## src/rtl/csh_cycle_arb_if.sv

```systemverilog
`timescale 1ns/1ps
// csh_cycle_arb_if
// Groups the request, acknowledge and status signals of the cache cycle
// arbiter.
//   master : the requester/memory side; drives requests, MEM_ACK and its
//            qualifiers; observes grants, T-strobes and status pulses.
//   slave  : the arbiter itself.
interface csh_cycle_arb_if;
    // level requests, held until the matching grant is seen
    logic ebox_req;
    logic ebox_era_req;
    logic ebox_cca_req;
    logic chan_req;
    logic cca_req;
    // memory cycle completion and its qualifiers
    logic mem_ack;
    logic victim_dirty;
    logic page_fail;
    logic cca_cry_out;
    // registered one-hot grant pulses
    logic ebox_req_grant;
    logic ebox_era_grant;
    logic ebox_cca_grant;
    logic chan_req_grant;
    logic cca_req_grant;
    // sequencer strobes and status
    logic page_refill_t4;
    logic writeback_t2;
    logic ready_to_go;
    logic sweep_done;
    logic timeout_err;
    logic page_fail_err;

    modport master (
        output ebox_req, ebox_era_req, ebox_cca_req, chan_req, cca_req,
        output mem_ack, victim_dirty, page_fail, cca_cry_out,
        input  ebox_req_grant, ebox_era_grant, ebox_cca_grant, chan_req_grant, cca_req_grant,
        input  page_refill_t4, writeback_t2, ready_to_go,
        input  sweep_done, timeout_err, page_fail_err
    );

    modport slave (
        input  ebox_req, ebox_era_req, ebox_cca_req, chan_req, cca_req,
        input  mem_ack, victim_dirty, page_fail, cca_cry_out,
        output ebox_req_grant, ebox_era_grant, ebox_cca_grant, chan_req_grant, cca_req_grant,
        output page_refill_t4, writeback_t2, ready_to_go,
        output sweep_done, timeout_err, page_fail_err
    );
endinterface

```

## src/rtl/csh_cycle_arb.sv

```systemverilog
`timescale 1ns/1ps
// csh_cycle_arb
// Cache cycle arbiter and sequencer. In IDLE it picks one pending source
// (CHAN > EBOX_ERA > EBOX_CCA > EBOX > CCA) and issues a one-cycle grant,
// then waits in BUSY for MEM_ACK. A dirty victim runs the writeback
// sequence (WB_T1, WB_T2, WB_WAIT); an EBOX page fail runs the page refill
// sequence (PR_T1..PR_T4, PR_WAIT) once and re-grants EBOX afterwards.
// Every wait-for-ack state is guarded by a TIMEOUT-cycle watchdog.
// Ports:
//   clk      cache clock, rising edge
//   reset_n  asynchronous active-low reset
//   bus      csh_cycle_arb_if.slave: requests, MEM_ACK + qualifiers in;
//            grants, PAGE_REFILL_T4, WRITEBACK_T2, READY_TO_GO and the
//            SWEEP_DONE / TIMEOUT_ERR / PAGE_FAIL_ERR pulses out
module csh_cycle_arb #(
    parameter int TIMEOUT = 64
) (
    input logic            clk,
    input logic            reset_n,
    csh_cycle_arb_if.slave bus
);

    typedef enum logic [3:0] {
        IDLE, BUSY, WB_T1, WB_T2, WB_WAIT,
        PR_T1, PR_T2, PR_T3, PR_T4, PR_WAIT, REGRANT
    } state_t;

    localparam logic [2:0] SRC_NONE     = 3'd0;
    localparam logic [2:0] SRC_EBOX     = 3'd1;
    localparam logic [2:0] SRC_EBOX_ERA = 3'd2;
    localparam logic [2:0] SRC_EBOX_CCA = 3'd3;
    localparam logic [2:0] SRC_CHAN     = 3'd4;
    localparam logic [2:0] SRC_CCA      = 3'd5;

    // last count value before the watchdog fires
    localparam logic [7:0] TMO_LAST = 8'(TIMEOUT - 1);

    // grant vector bit order: {cca, chan, ebox_cca, ebox_era, ebox}
    localparam logic [4:0] GNT_EBOX = 5'b00001;

    state_t     state, state_nx;
    logic [2:0] src, src_nx;
    logic [7:0] cnt, cnt_nx;
    logic       retry, retry_nx;
    logic [4:0] grant, grant_nx;
    logic       sweep, sweep_nx;
    logic       tmo, tmo_nx;
    logic       pf_err, pf_err_nx;
    logic [2:0] req_src;

    function automatic logic [2:0] pick_src(
        input logic chan, input logic era, input logic ecca,
        input logic ebox, input logic cca
    );
        if (chan)      return SRC_CHAN;
        else if (era)  return SRC_EBOX_ERA;
        else if (ecca) return SRC_EBOX_CCA;
        else if (ebox) return SRC_EBOX;
        else if (cca)  return SRC_CCA;
        return SRC_NONE;
    endfunction

    function automatic logic [4:0] grant_of(input logic [2:0] s);
        case (s)
            SRC_EBOX:     return 5'b00001;
            SRC_EBOX_ERA: return 5'b00010;
            SRC_EBOX_CCA: return 5'b00100;
            SRC_CHAN:     return 5'b01000;
            SRC_CCA:      return 5'b10000;
            default:      return 5'b00000;
        endcase
    endfunction

    assign req_src = pick_src(bus.chan_req, bus.ebox_era_req, bus.ebox_cca_req,
                              bus.ebox_req, bus.cca_req);

    always_ff @(posedge clk or negedge reset_n) begin
        if (!reset_n) begin
            state  <= IDLE;
            src    <= SRC_NONE;
            cnt    <= 8'd0;
            retry  <= 1'b0;
            grant  <= 5'b00000;
            sweep  <= 1'b0;
            tmo    <= 1'b0;
            pf_err <= 1'b0;
        end else begin
            state  <= state_nx;
            src    <= src_nx;
            cnt    <= cnt_nx;
            retry  <= retry_nx;
            grant  <= grant_nx;
            sweep  <= sweep_nx;
            tmo    <= tmo_nx;
            pf_err <= pf_err_nx;
        end
    end

    // The counter is held at zero outside the wait states, so entering any
    // of them starts the watchdog from zero. An ack on the timeout edge is
    // checked first and therefore wins.
    always_comb begin
        state_nx  = state;
        src_nx    = src;
        cnt_nx    = 8'd0;
        retry_nx  = retry;
        grant_nx  = 5'b00000;
        sweep_nx  = 1'b0;
        tmo_nx    = 1'b0;
        pf_err_nx = 1'b0;

        case (state)
            IDLE: begin
                if (req_src != SRC_NONE) begin
                    src_nx   = req_src;
                    grant_nx = grant_of(req_src);
                    state_nx = BUSY;
                end
            end
            BUSY: begin
                if (bus.mem_ack) begin
                    if (bus.victim_dirty) begin
                        state_nx = WB_T1;
                    end else if (bus.page_fail && src == SRC_EBOX) begin
                        if (!retry) begin
                            retry_nx = 1'b1;
                            state_nx = PR_T1;
                        end else begin
                            pf_err_nx = 1'b1;
                            state_nx  = IDLE;
                        end
                    end else begin
                        sweep_nx = (src == SRC_CCA) && bus.cca_cry_out;
                        state_nx = IDLE;
                    end
                end else if (cnt == TMO_LAST) begin
                    tmo_nx   = 1'b1;
                    state_nx = IDLE;
                end else begin
                    cnt_nx = cnt + 8'd1;
                end
            end
            WB_T1: state_nx = WB_T2;
            WB_T2: state_nx = WB_WAIT;
            WB_WAIT: begin
                if (bus.mem_ack) begin
                    state_nx = IDLE;
                end else if (cnt == TMO_LAST) begin
                    tmo_nx   = 1'b1;
                    state_nx = IDLE;
                end else begin
                    cnt_nx = cnt + 8'd1;
                end
            end
            PR_T1: state_nx = PR_T2;
            PR_T2: state_nx = PR_T3;
            PR_T3: state_nx = PR_T4;
            PR_T4: state_nx = PR_WAIT;
            PR_WAIT: begin
                if (bus.mem_ack) begin
                    // refill finished: replay the EBOX cycle without arbitration
                    grant_nx = GNT_EBOX;
                    state_nx = REGRANT;
                end else if (cnt == TMO_LAST) begin
                    tmo_nx   = 1'b1;
                    state_nx = IDLE;
                end else begin
                    cnt_nx = cnt + 8'd1;
                end
            end
            REGRANT: state_nx = BUSY;
            default: state_nx = IDLE;
        endcase

        if (state_nx == IDLE) begin
            retry_nx = 1'b0;
        end
    end

    assign bus.ebox_req_grant = grant[0];
    assign bus.ebox_era_grant = grant[1];
    assign bus.ebox_cca_grant = grant[2];
    assign bus.chan_req_grant = grant[3];
    assign bus.cca_req_grant  = grant[4];
    assign bus.page_refill_t4 = (state == PR_T4);
    assign bus.writeback_t2   = (state == WB_T2);
    assign bus.ready_to_go    = (state == IDLE);
    assign bus.sweep_done     = sweep;
    assign bus.timeout_err    = tmo;
    assign bus.page_fail_err  = pf_err;

endmodule
```

## src/flat_wrapper.sv

```systemverilog
// flat-port wrapper written by rule: the top's interface ports become plain ports
module csh_cycle_arb_flat 
#(
    parameter int TIMEOUT = 64
)
  (clk, reset_n, bus_ebox_req, bus_ebox_era_req, bus_ebox_cca_req, bus_chan_req, bus_cca_req, bus_mem_ack, bus_victim_dirty, bus_page_fail, bus_cca_cry_out, bus_ebox_req_grant, bus_ebox_era_grant, bus_ebox_cca_grant, bus_chan_req_grant, bus_cca_req_grant, bus_page_refill_t4, bus_writeback_t2, bus_ready_to_go, bus_sweep_done, bus_timeout_err, bus_page_fail_err);
  csh_cycle_arb_if bus_i ();
  input logic clk;
  input logic reset_n;
  input wire logic [$bits(bus_i.ebox_req)-1:0] bus_ebox_req;
  input wire logic [$bits(bus_i.ebox_era_req)-1:0] bus_ebox_era_req;
  input wire logic [$bits(bus_i.ebox_cca_req)-1:0] bus_ebox_cca_req;
  input wire logic [$bits(bus_i.chan_req)-1:0] bus_chan_req;
  input wire logic [$bits(bus_i.cca_req)-1:0] bus_cca_req;
  input wire logic [$bits(bus_i.mem_ack)-1:0] bus_mem_ack;
  input wire logic [$bits(bus_i.victim_dirty)-1:0] bus_victim_dirty;
  input wire logic [$bits(bus_i.page_fail)-1:0] bus_page_fail;
  input wire logic [$bits(bus_i.cca_cry_out)-1:0] bus_cca_cry_out;
  output wire logic [$bits(bus_i.ebox_req_grant)-1:0] bus_ebox_req_grant;
  output wire logic [$bits(bus_i.ebox_era_grant)-1:0] bus_ebox_era_grant;
  output wire logic [$bits(bus_i.ebox_cca_grant)-1:0] bus_ebox_cca_grant;
  output wire logic [$bits(bus_i.chan_req_grant)-1:0] bus_chan_req_grant;
  output wire logic [$bits(bus_i.cca_req_grant)-1:0] bus_cca_req_grant;
  output wire logic [$bits(bus_i.page_refill_t4)-1:0] bus_page_refill_t4;
  output wire logic [$bits(bus_i.writeback_t2)-1:0] bus_writeback_t2;
  output wire logic [$bits(bus_i.ready_to_go)-1:0] bus_ready_to_go;
  output wire logic [$bits(bus_i.sweep_done)-1:0] bus_sweep_done;
  output wire logic [$bits(bus_i.timeout_err)-1:0] bus_timeout_err;
  output wire logic [$bits(bus_i.page_fail_err)-1:0] bus_page_fail_err;
  assign bus_i.ebox_req = bus_ebox_req;
  assign bus_i.ebox_era_req = bus_ebox_era_req;
  assign bus_i.ebox_cca_req = bus_ebox_cca_req;
  assign bus_i.chan_req = bus_chan_req;
  assign bus_i.cca_req = bus_cca_req;
  assign bus_i.mem_ack = bus_mem_ack;
  assign bus_i.victim_dirty = bus_victim_dirty;
  assign bus_i.page_fail = bus_page_fail;
  assign bus_i.cca_cry_out = bus_cca_cry_out;
  assign bus_ebox_req_grant = bus_i.ebox_req_grant;
  assign bus_ebox_era_grant = bus_i.ebox_era_grant;
  assign bus_ebox_cca_grant = bus_i.ebox_cca_grant;
  assign bus_chan_req_grant = bus_i.chan_req_grant;
  assign bus_cca_req_grant = bus_i.cca_req_grant;
  assign bus_page_refill_t4 = bus_i.page_refill_t4;
  assign bus_writeback_t2 = bus_i.writeback_t2;
  assign bus_ready_to_go = bus_i.ready_to_go;
  assign bus_sweep_done = bus_i.sweep_done;
  assign bus_timeout_err = bus_i.timeout_err;
  assign bus_page_fail_err = bus_i.page_fail_err;
  csh_cycle_arb #(.TIMEOUT(TIMEOUT)) u_core (.clk(clk), .reset_n(reset_n), .bus(bus_i));
endmodule
```

## config.mk

```make
export PLATFORM = sky130hd
export DESIGN_NAME = csh_cycle_arb_flat
export DESIGN_NICKNAME = d
export VERILOG_FILES = /design/src/rtl/csh_cycle_arb_if.sv /design/src/rtl/csh_cycle_arb.sv /design/src/flat_wrapper.sv
export SDC_FILE = /design/constraint.sdc
export NUM_CORES = 1
export LEC_CHECK = 0
export BUFFER_PORTS_ARGS = -buffer_cell sky130_fd_sc_hd__buf_2
export CAP_MARGIN = 30
export CORE_MARGIN = 4
export CORE_UTILIZATION = 35
export DETAILED_ROUTE_END_ITERATION = 10
export GPL_ROUTABILITY_DRIVEN = 1
export REMOVE_ABC_BUFFERS = 1
export SLEW_MARGIN = 30
export SYNTH_ARGS = -nofsm -noshare
export SYNTH_HDL_FRONTEND = slang
export SYNTH_SLANG_ARGS = --single-unit
export TNS_END_PERCENT = 20
```

## constraint.sdc

```tcl
create_clock -name clk -period 1.8 [get_ports clk]
set_input_delay 0.27 -clock clk [delete_from_list [all_inputs] [get_ports clk]]
set_output_delay 0.27 -clock clk [all_outputs]
set_load 0.05 [all_outputs]
```

==> reports/qor.log, run 1 <==
qor: sta.setup_viol_count_final 0
qor: worst_setup_path.worst-r2r-cell-count 5
qor: clock_tree.clock_tree_from_tritoncts done
qor: final_layout.nFillCells 327
qor: final_layout.design.final.nets 162
qor: final_layout.final_area 0.00152 mm2
qor: die.core_area 0.00334 mm2
qor: worst_setup_path.cp.arrival 2000 ps
qor: final_layout.utilization 0.456
qor: synthesis.postSynthRegisterBits 24
qor: detailed_routing.firstDrtPassIters 4
qor: synthesis.post_synth_instance_area 0.00120 mm2
qor: worst_setup_path.crit_path_cell_chain nor4_4, nand4b_1, o41a_1, o22ai_2, o41a_1
qor: flow_run.maxCapViolations 0
qor: synthesis.postSynthAreaPerCell 10.4 um2
qor: worst_setup_path.setup.worst_path.class register to register
qor: worst_setup_path.crit_fanout 6
qor: detailed_routing.route.vias.total 953
qor: final_layout.register_area 604 um2
qor: detailed_routing.drt-wirelength-per-cell 12.9 um
qor: clock_tree.cts_made_buffers 3
qor: final_layout.syn2layout_area_growth 26.4%
qor: grt.groute.usage.overall 0.124
qor: sta.grt_setup_unrepaired true
qor: sta.timing.final.hold_violations 0
qor: run_status.outcome completed
qor: sta.final.period_utilization 0.971
qor: sta.min_tclk_post_route 1750 ps
qor: grt.via_count_of_the_first_global_routing_pass 903
qor: grt.globalRouteOverflowTotal 0
qor: synthesis.synth-compound-area-share 0.103
qor: hold_path.whs_endpoint u_core.bus.sweep_done
qor: sta.fmaxAchievable 572 MHz
qor: synthesis.synthesized_area_fraction_occupied_by_xor_and_xnor_cells 0.0510
qor: synthesis.post_synth_fa_ha_maj_area_fraction 0.0104
qor: placed_design.port_buffers 21
qor: clock_tree.max-clock-path-buffers 2
qor: worst_setup_path.crit-reg2reg-capture u_core.retry
qor: final_layout.layout.cells.most_common dfrtp_1
qor: worst_setup_path.crit-reg2reg-launch u_core.state[1]
qor: synthesis.main_combinational_cell_family_by_area_after_synthesis simple AND/OR/NAND/NOR gates
qor: die.die_height 66.6 um
qor: detailed_routing.remaining_drc_errors 0
qor: hold_path.type_of_the_worst_min_delay_path input port to register
qor: synthesis.synth-warning-count 0
qor: detailed_routing.dr.first_iter.drc_count 43
qor: sta.slew_headroom 0.650
qor: placed_design.placer_s_final_routability_congestion_estimate 0.778
qor: final_layout.final_layout_size_suffix_gt1_frac 0.369
qor: clock_tree.clk_root_buffer_cell clkbuf_4
qor: clock_tree.clk-insertion-delay-late 300 ps
qor: sta.clock-skew-final 1.93 ps
qor: clock_tree.clkTransAtPathRegs 120 ps
qor: final_layout.antenna_cells 0
qor: worst_setup_path.worstSetupStartpointType register
qor: sta.final.hold.worst_slack 227 ps
qor: worst_setup_path.crit_top_cell o41a_1
qor: detailed_routing.drt.antenna.violating_nets 0
qor: synthesis.muxShareOfSynthArea 0.00832
qor: worst_setup_path.crit_path_max_incr_delay 480 ps
qor: synthesis.sequential_to_total_area_share_from_yosys_stat 0.499
qor: worst_setup_path.critical-path-slowest-cell dfrtp_2
qor: clock_tree.sinks_on_clock_net 24
qor: detailed_routing.drt_wl_total 2520 um
qor: die.dieWidth 66.6 um
qor: die.floorplan.initialDensity 0.360
qor: worst_setup_path.critical_path.n_buffers_inverters 0
qor: synthesis.synth.distinct_cells 38
qor: grt.grt_pass1_wl 4130 um
qor: sta.final_max_slew_viol_count 0
qor: grt.antenna_found_initial 0
qor: hold_path.hold_path_startpoint bus_cca_cry_out
qor: sta.setup_total_negative_slack 0 ps
qor: die.die_area 0.00444 mm2
qor: synthesis.netlist_instances 116
qor: detailed_routing.avgViaCountPerCell 4.89
qor: sta.max_slew.worst_pin.slew 525 ps
qor: placed_design.hpwl 1920 um
qor: worst_setup_path.cp_top_family compound AO/OA/AOI/OAI gates
qor: placed_design.detailed_place.area 0.00138 mm2
qor: synthesis.synthSimpleGateAreaFrac 0.278
qor: grt.grt_max_degree 25
qor: die.top_level_port_count 22
qor: worst_setup_path.end_kind register
qor: clock_tree.htreeDepth 1
qor: worst_setup_path.critPathRequiredTime 2060 ps
qor: power.power.density 1390 mW/mm2
qor: worst_setup_path.timing.reg2reg.setup_slack 50 ps
qor: final_layout.multi_input_comb_area 568 um2
qor: power.static-leakage-power 0.717 nW
qor: hold_path.whs_path_depth 2
qor: die.floorplan.rows 21
qor: final_layout.layout_common_cells dfrtp_1 (21), buf_2 (18), nor2_1 (17), buf_4 (11)
qor: power.irDropWorstVdd 674 uV
flip-flops by register name (all words and copies together), names as in the netlist:
signal / count
u_core.src: 3
u_core.state: 4
u_core.bus.page_fail_err: 1
u_core.grant: 5
u_core.bus.sweep_done: 1
u_core.cnt: 8
u_core.retry: 1
u_core.bus.timeout_err: 1
how the worst max path moves through the flow:
stage / startpoint / to / slack (ps) / cells past startpoint
after floorplan: u_core.state[1] / bus_writeback_t2 / 30 / 2
after global placement: u_core.state[3] / u_core.retry / 80 / 6
after detailed placement: u_core.state[1] / u_core.retry / 10 / 5
after CTS: u_core.state[3] / bus_writeback_t2 / -20 / 4
after global routing: u_core.cnt[0] / u_core.retry / -60 / 5
final: u_core.state[1] / u_core.retry / 50 / 5
stage by stage:
step	std cells	total power, mW	worst slack [ps]
2_1_floorplan	112	1.30	25.4
3_3_place_gp	187	1.55	81.8
3_5_place_dp	187	1.57	9.80
4_1_cts	192	1.99	-18.8
5_1_grt	195	2.26	-63.6
6_report	195	2.11	52.5
synth_stat cells, drive strengths merged:
cell / number / area share
dfrtp: 24 / 0.50
nor2: 20 / 0.062
nand2: 6 / 0.019
o21ai: 5 / 0.021
xor2: 5 / 0.036
a21oi: 4 / 0.017
buf: 4 / 0.037
inv: 4 / 0.012
nand3: 4 / 0.017
and2: 3 / 0.016
and3: 3 / 0.016
o22ai: 3 / 0.021
and4: 2 / 0.015
and4b: 2 / 0.018
nor2b: 2 / 0.010
nor3: 2 / 0.0083
nor3b: 2 / 0.012
nor4: 2 / 0.028
o41a: 2 / 0.019
or2: 2 / 0.010
or3: 2 / 0.015
xnor2: 2 / 0.015
a22oi: 1 / 0.0062
a31oi: 1 / 0.0052
ha: 1 / 0.010
mux2i: 1 / 0.0083
nand2b: 1 / 0.0052
nand4: 1 / 0.0052
nand4b: 1 / 0.0073
nor4b: 1 / 0.0073
o21a: 1 / 0.0073
o22a: 1 / 0.0073
or2b: 1 / 0.0073
power by group:
group | switching, mW | internal, mW | total [mW]
clock | 0.152 | 0.225 | 0.377
sequential | 0.108 | 0.650 | 0.758
combinational | 0.562 | 0.417 | 0.979
area by class of cell:
type,count,area share
clock buffer,3,0.0148
sequential,24,0.398
inverter,4,0.0115
timing repair buffer,33,0.145
clock inverter,1,0.0198
tap,46,0.0379
multi-input combinational,84,0.374
cells by family (layout without fill, tap and decap cells):
kind of cell,Yosys count,in the layout
DFF,24,24
muxes,1,1
xor gates and xnor gates,7,7
buffers and inverters,8,41
AOI/OAI and AO/OA,18,18
and+or+nand+nor,57,57
adders and majority gates,1,1
layer usage:
layer	wire length, um	global-route usage
met5	0	0
met4	21	0.0305
met3	122	0.0422
met2	1200	0.197
met1	1180	0.161
timing repair:
item	CTS	global route
hold endpoints to repair	24	0
setup buffers	0	3
hold buffers	1	0
pin swaps	0	3
gates resized for setup	6	14
setup endpoints to repair	3	4
(Power assumes the default switching activity.)
==> run 2, diff against run 1 <==
--- a/config.mk
+++ b/config.mk
@@ -11,6 +11,7 @@
 export CORE_UTILIZATION = 35
 export DETAILED_ROUTE_END_ITERATION = 10
 export GPL_ROUTABILITY_DRIVEN = 1
+export PLACE_DENSITY_LB_ADDON = 0.25
 export REMOVE_ABC_BUFFERS = 1
 export SLEW_MARGIN = 30
 export SYNTH_ARGS = -nofsm -noshare
==> run 2 against run 1 <==
  * Global-route usage grew 1.3 points
  * Largest power group unchanged
  * Register-to-register slack improved by 20 ps
  * Clock power fell by 26%
==> reports/qor.log, run 2 (synthesized netlist as in run 1, its figures left out) <==
qor: worst_setup_path.cp_top_family flip-flops
qor: clock_tree.clock_tree_from_tritoncts done
qor: worst_setup_path.crit_cells 4
qor: hold_path.type_of_the_worst_min_delay_path input port to register
qor: clock_tree.htreeDepth 1
qor: worst_setup_path.crit_path_cell_chain buf_6, or2b_4, nor2b_4, buf_6
qor: worst_setup_path.cp.arrival 1460 ps
qor: detailed_routing.dr.first_iter.drc_count 24
qor: sta.min_tclk_post_route 1730 ps
qor: die.die_area 0.00444 mm2
qor: die.die_height 66.6 um
qor: worst_setup_path.end_kind primary output
qor: flow_run.maxCapViolations 0
qor: grt.globalRoute.busiestLayer met2
qor: placed_design.port_buffers 21
qor: sta.final_max_slew_viol_count 0
qor: detailed_routing.drt.antenna.violating_nets 0
qor: worst_setup_path.setup.worst_path.class register to primary output
qor: worst_setup_path.critical_path.startpoint u_core.state[3]
qor: grt.via_count_of_the_first_global_routing_pass 982
qor: sta.final.hold.worst_slack 225 ps
qor: worst_setup_path.crit_top_cell buf_6
qor: detailed_routing.firstDrtPassIters 3
qor: detailed_routing.drt-wirelength-per-cell 13.5 um
qor: grt.gr-usage-met3 0.0422
qor: detailed_routing.route.vias.total 967
qor: worst_setup_path.worstSetupStartpointType register
qor: die.top_level_port_count 22
qor: sta.setup_total_negative_slack 0 ps
qor: worst_setup_path.crit_path_max_incr_delay 450 ps
qor: sta.max_slew.worst_pin.slew 533 ps
qor: final_layout.final_layout_size_suffix_gt1_frac 0.362
qor: sta.fmaxAchievable 577 MHz
qor: clock_tree.clkTransAtPathRegs 130 ps
qor: sta.setup_viol_count_final 0
qor: final_layout.largest_registers u_core.cnt x8, u_core.grant x5, u_core.state x4
qor: power.power.density 1330 mW/mm2
qor: final_layout.antenna_cells 0
qor: sta.timing.final.hold_violations 0
qor: detailed_routing.remaining_drc_errors 0
qor: power.static-leakage-power 0.715 nW
qor: grt.grt_max_degree 25
qor: sta.grt_setup_unrepaired true
qor: clock_tree.clk_root_buffer_cell clkbuf_4
qor: clock_tree.max-clock-path-buffers 2
qor: detailed_routing.drt_wl_total 2640 um
qor: run_status.outcome completed
qor: die.dieWidth 66.6 um
qor: die.floorplan.rows 21
qor: grt.antenna_found_initial 0
qor: grt.groute.usage.overall 0.137
qor: final_layout.syn2layout_area_growth 27.0%
qor: sta.clock-skew-final 12.6 ps
qor: grt.grt_pass1_wl 4610 um
qor: grt.global_route.usage.met2 0.214
qor: worst_setup_path.critPathRequiredTime 1530 ps
qor: final_layout.max_ffs_per_register 8
qor: grt.global_route_met1_utilization 0.181
qor: worst_setup_path.critical_path.n_buffers_inverters 2
qor: worst_setup_path.critical-path-slowest-cell dfrtp_1
qor: worst_setup_path.crit_fanout 7
qor: grt.globalRouteOverflowTotal 0
qor: sta.slew_headroom 0.644
qor: worst_setup_path.worst-r2r-cell-count 5
qor: placed_design.hpwl 1990 um
qor: hold_path.hold_path_startpoint bus_chan_req
qor: hold_path.whs_path_depth 2
qor: die.floorplan.initialDensity 0.360
qor: sta.final.period_utilization 0.962
qor: worst_setup_path.crit-reg2reg-launch u_core.cnt[3]
qor: clock_tree.clk-insertion-delay-late 310 ps
qor: placed_design.placer_s_final_routability_congestion_estimate 0.819
qor: final_layout.layout_common_cells dfrtp_1 (22), nor2_1 (18), buf_2 (18), buf_4 (9)
qor: clock_tree.sinks_on_clock_net 24
qor: detailed_routing.avgViaCountPerCell 4.96
qor: clock_tree.cts_made_buffers 3
qor: final_layout.max_flop_register u_core.cnt
qor: die.core_area 0.00334 mm2
qor: final_layout.design.final.nets 162
qor: power.irDropWorstVdd 577 uV
qor: final_layout.layout.cells.most_common dfrtp_1
==> run 2: power by group <==
group / total, mW / switching (mW) / internal [mW] / leakage, nW
clock network: 0.278 / 0.155 / 0.123 / 0.0210
logic: 0.993 / 0.575 / 0.418 / 0.374
registers: 0.757 / 0.109 / 0.648 / 0.320
==> run 2: layout make-up <==
cell class	instances	area (um2)
flip-flops and latches	24	603
clock buffers	4	36.3
multi-input cells	84	588
well taps	46	57.6
fillers	336	1810
repair buffers	33	224
inverters	4	17.5
==> run 2: metrics by stage <==
step / power (mW) / setup slack (ps) / utilization / instances / cell area (um2)
after CTS: 1.94 / -25.4 / 0.442 / 194 / 1470
after floorplan: 1.30 / 25.4 / - / 112 / 1160
final: 2.03 / 67.8 / 0.457 / 195 / 1530
after global routing: 2.17 / -24.5 / 0.457 / 195 / 1530
after detailed placement: 1.60 / 56.0 / 0.418 / 189 / 1400
after global placement: 1.58 / 81.8 / 0.418 / 189 / 1400
==> run 2: timing repair <==
action                                  4_1_cts  5_1_grt
hold endpoints to repair                     24        0
endpoints found under the setup margin        3        4
pin swaps                                     0        4
resized for setup                            11       12
setup buffers                                 0        1
hold buffers                                  1        0
==> run 2: final timing paths <==
kind / end / slack (ps)
max in group asynchronous: u_core.state[2] / 950
setup / recovery: bus_writeback_t2 / 70
min in group asynchronous: u_core.cnt[4] / 450
setup reg to reg: u_core.retry / 70
hold reg to reg: u_core.cnt[0] / 500
hold / removal: u_core.grant[3] / 220
==> run 2: per-layer routing <==
metal / routed length [um] / share of wire
met5: 0 / 0
met4: 21 / 0.0079
met3: 117 / 0.044
met2: 1250 / 0.47
met1: 1260 / 0.48
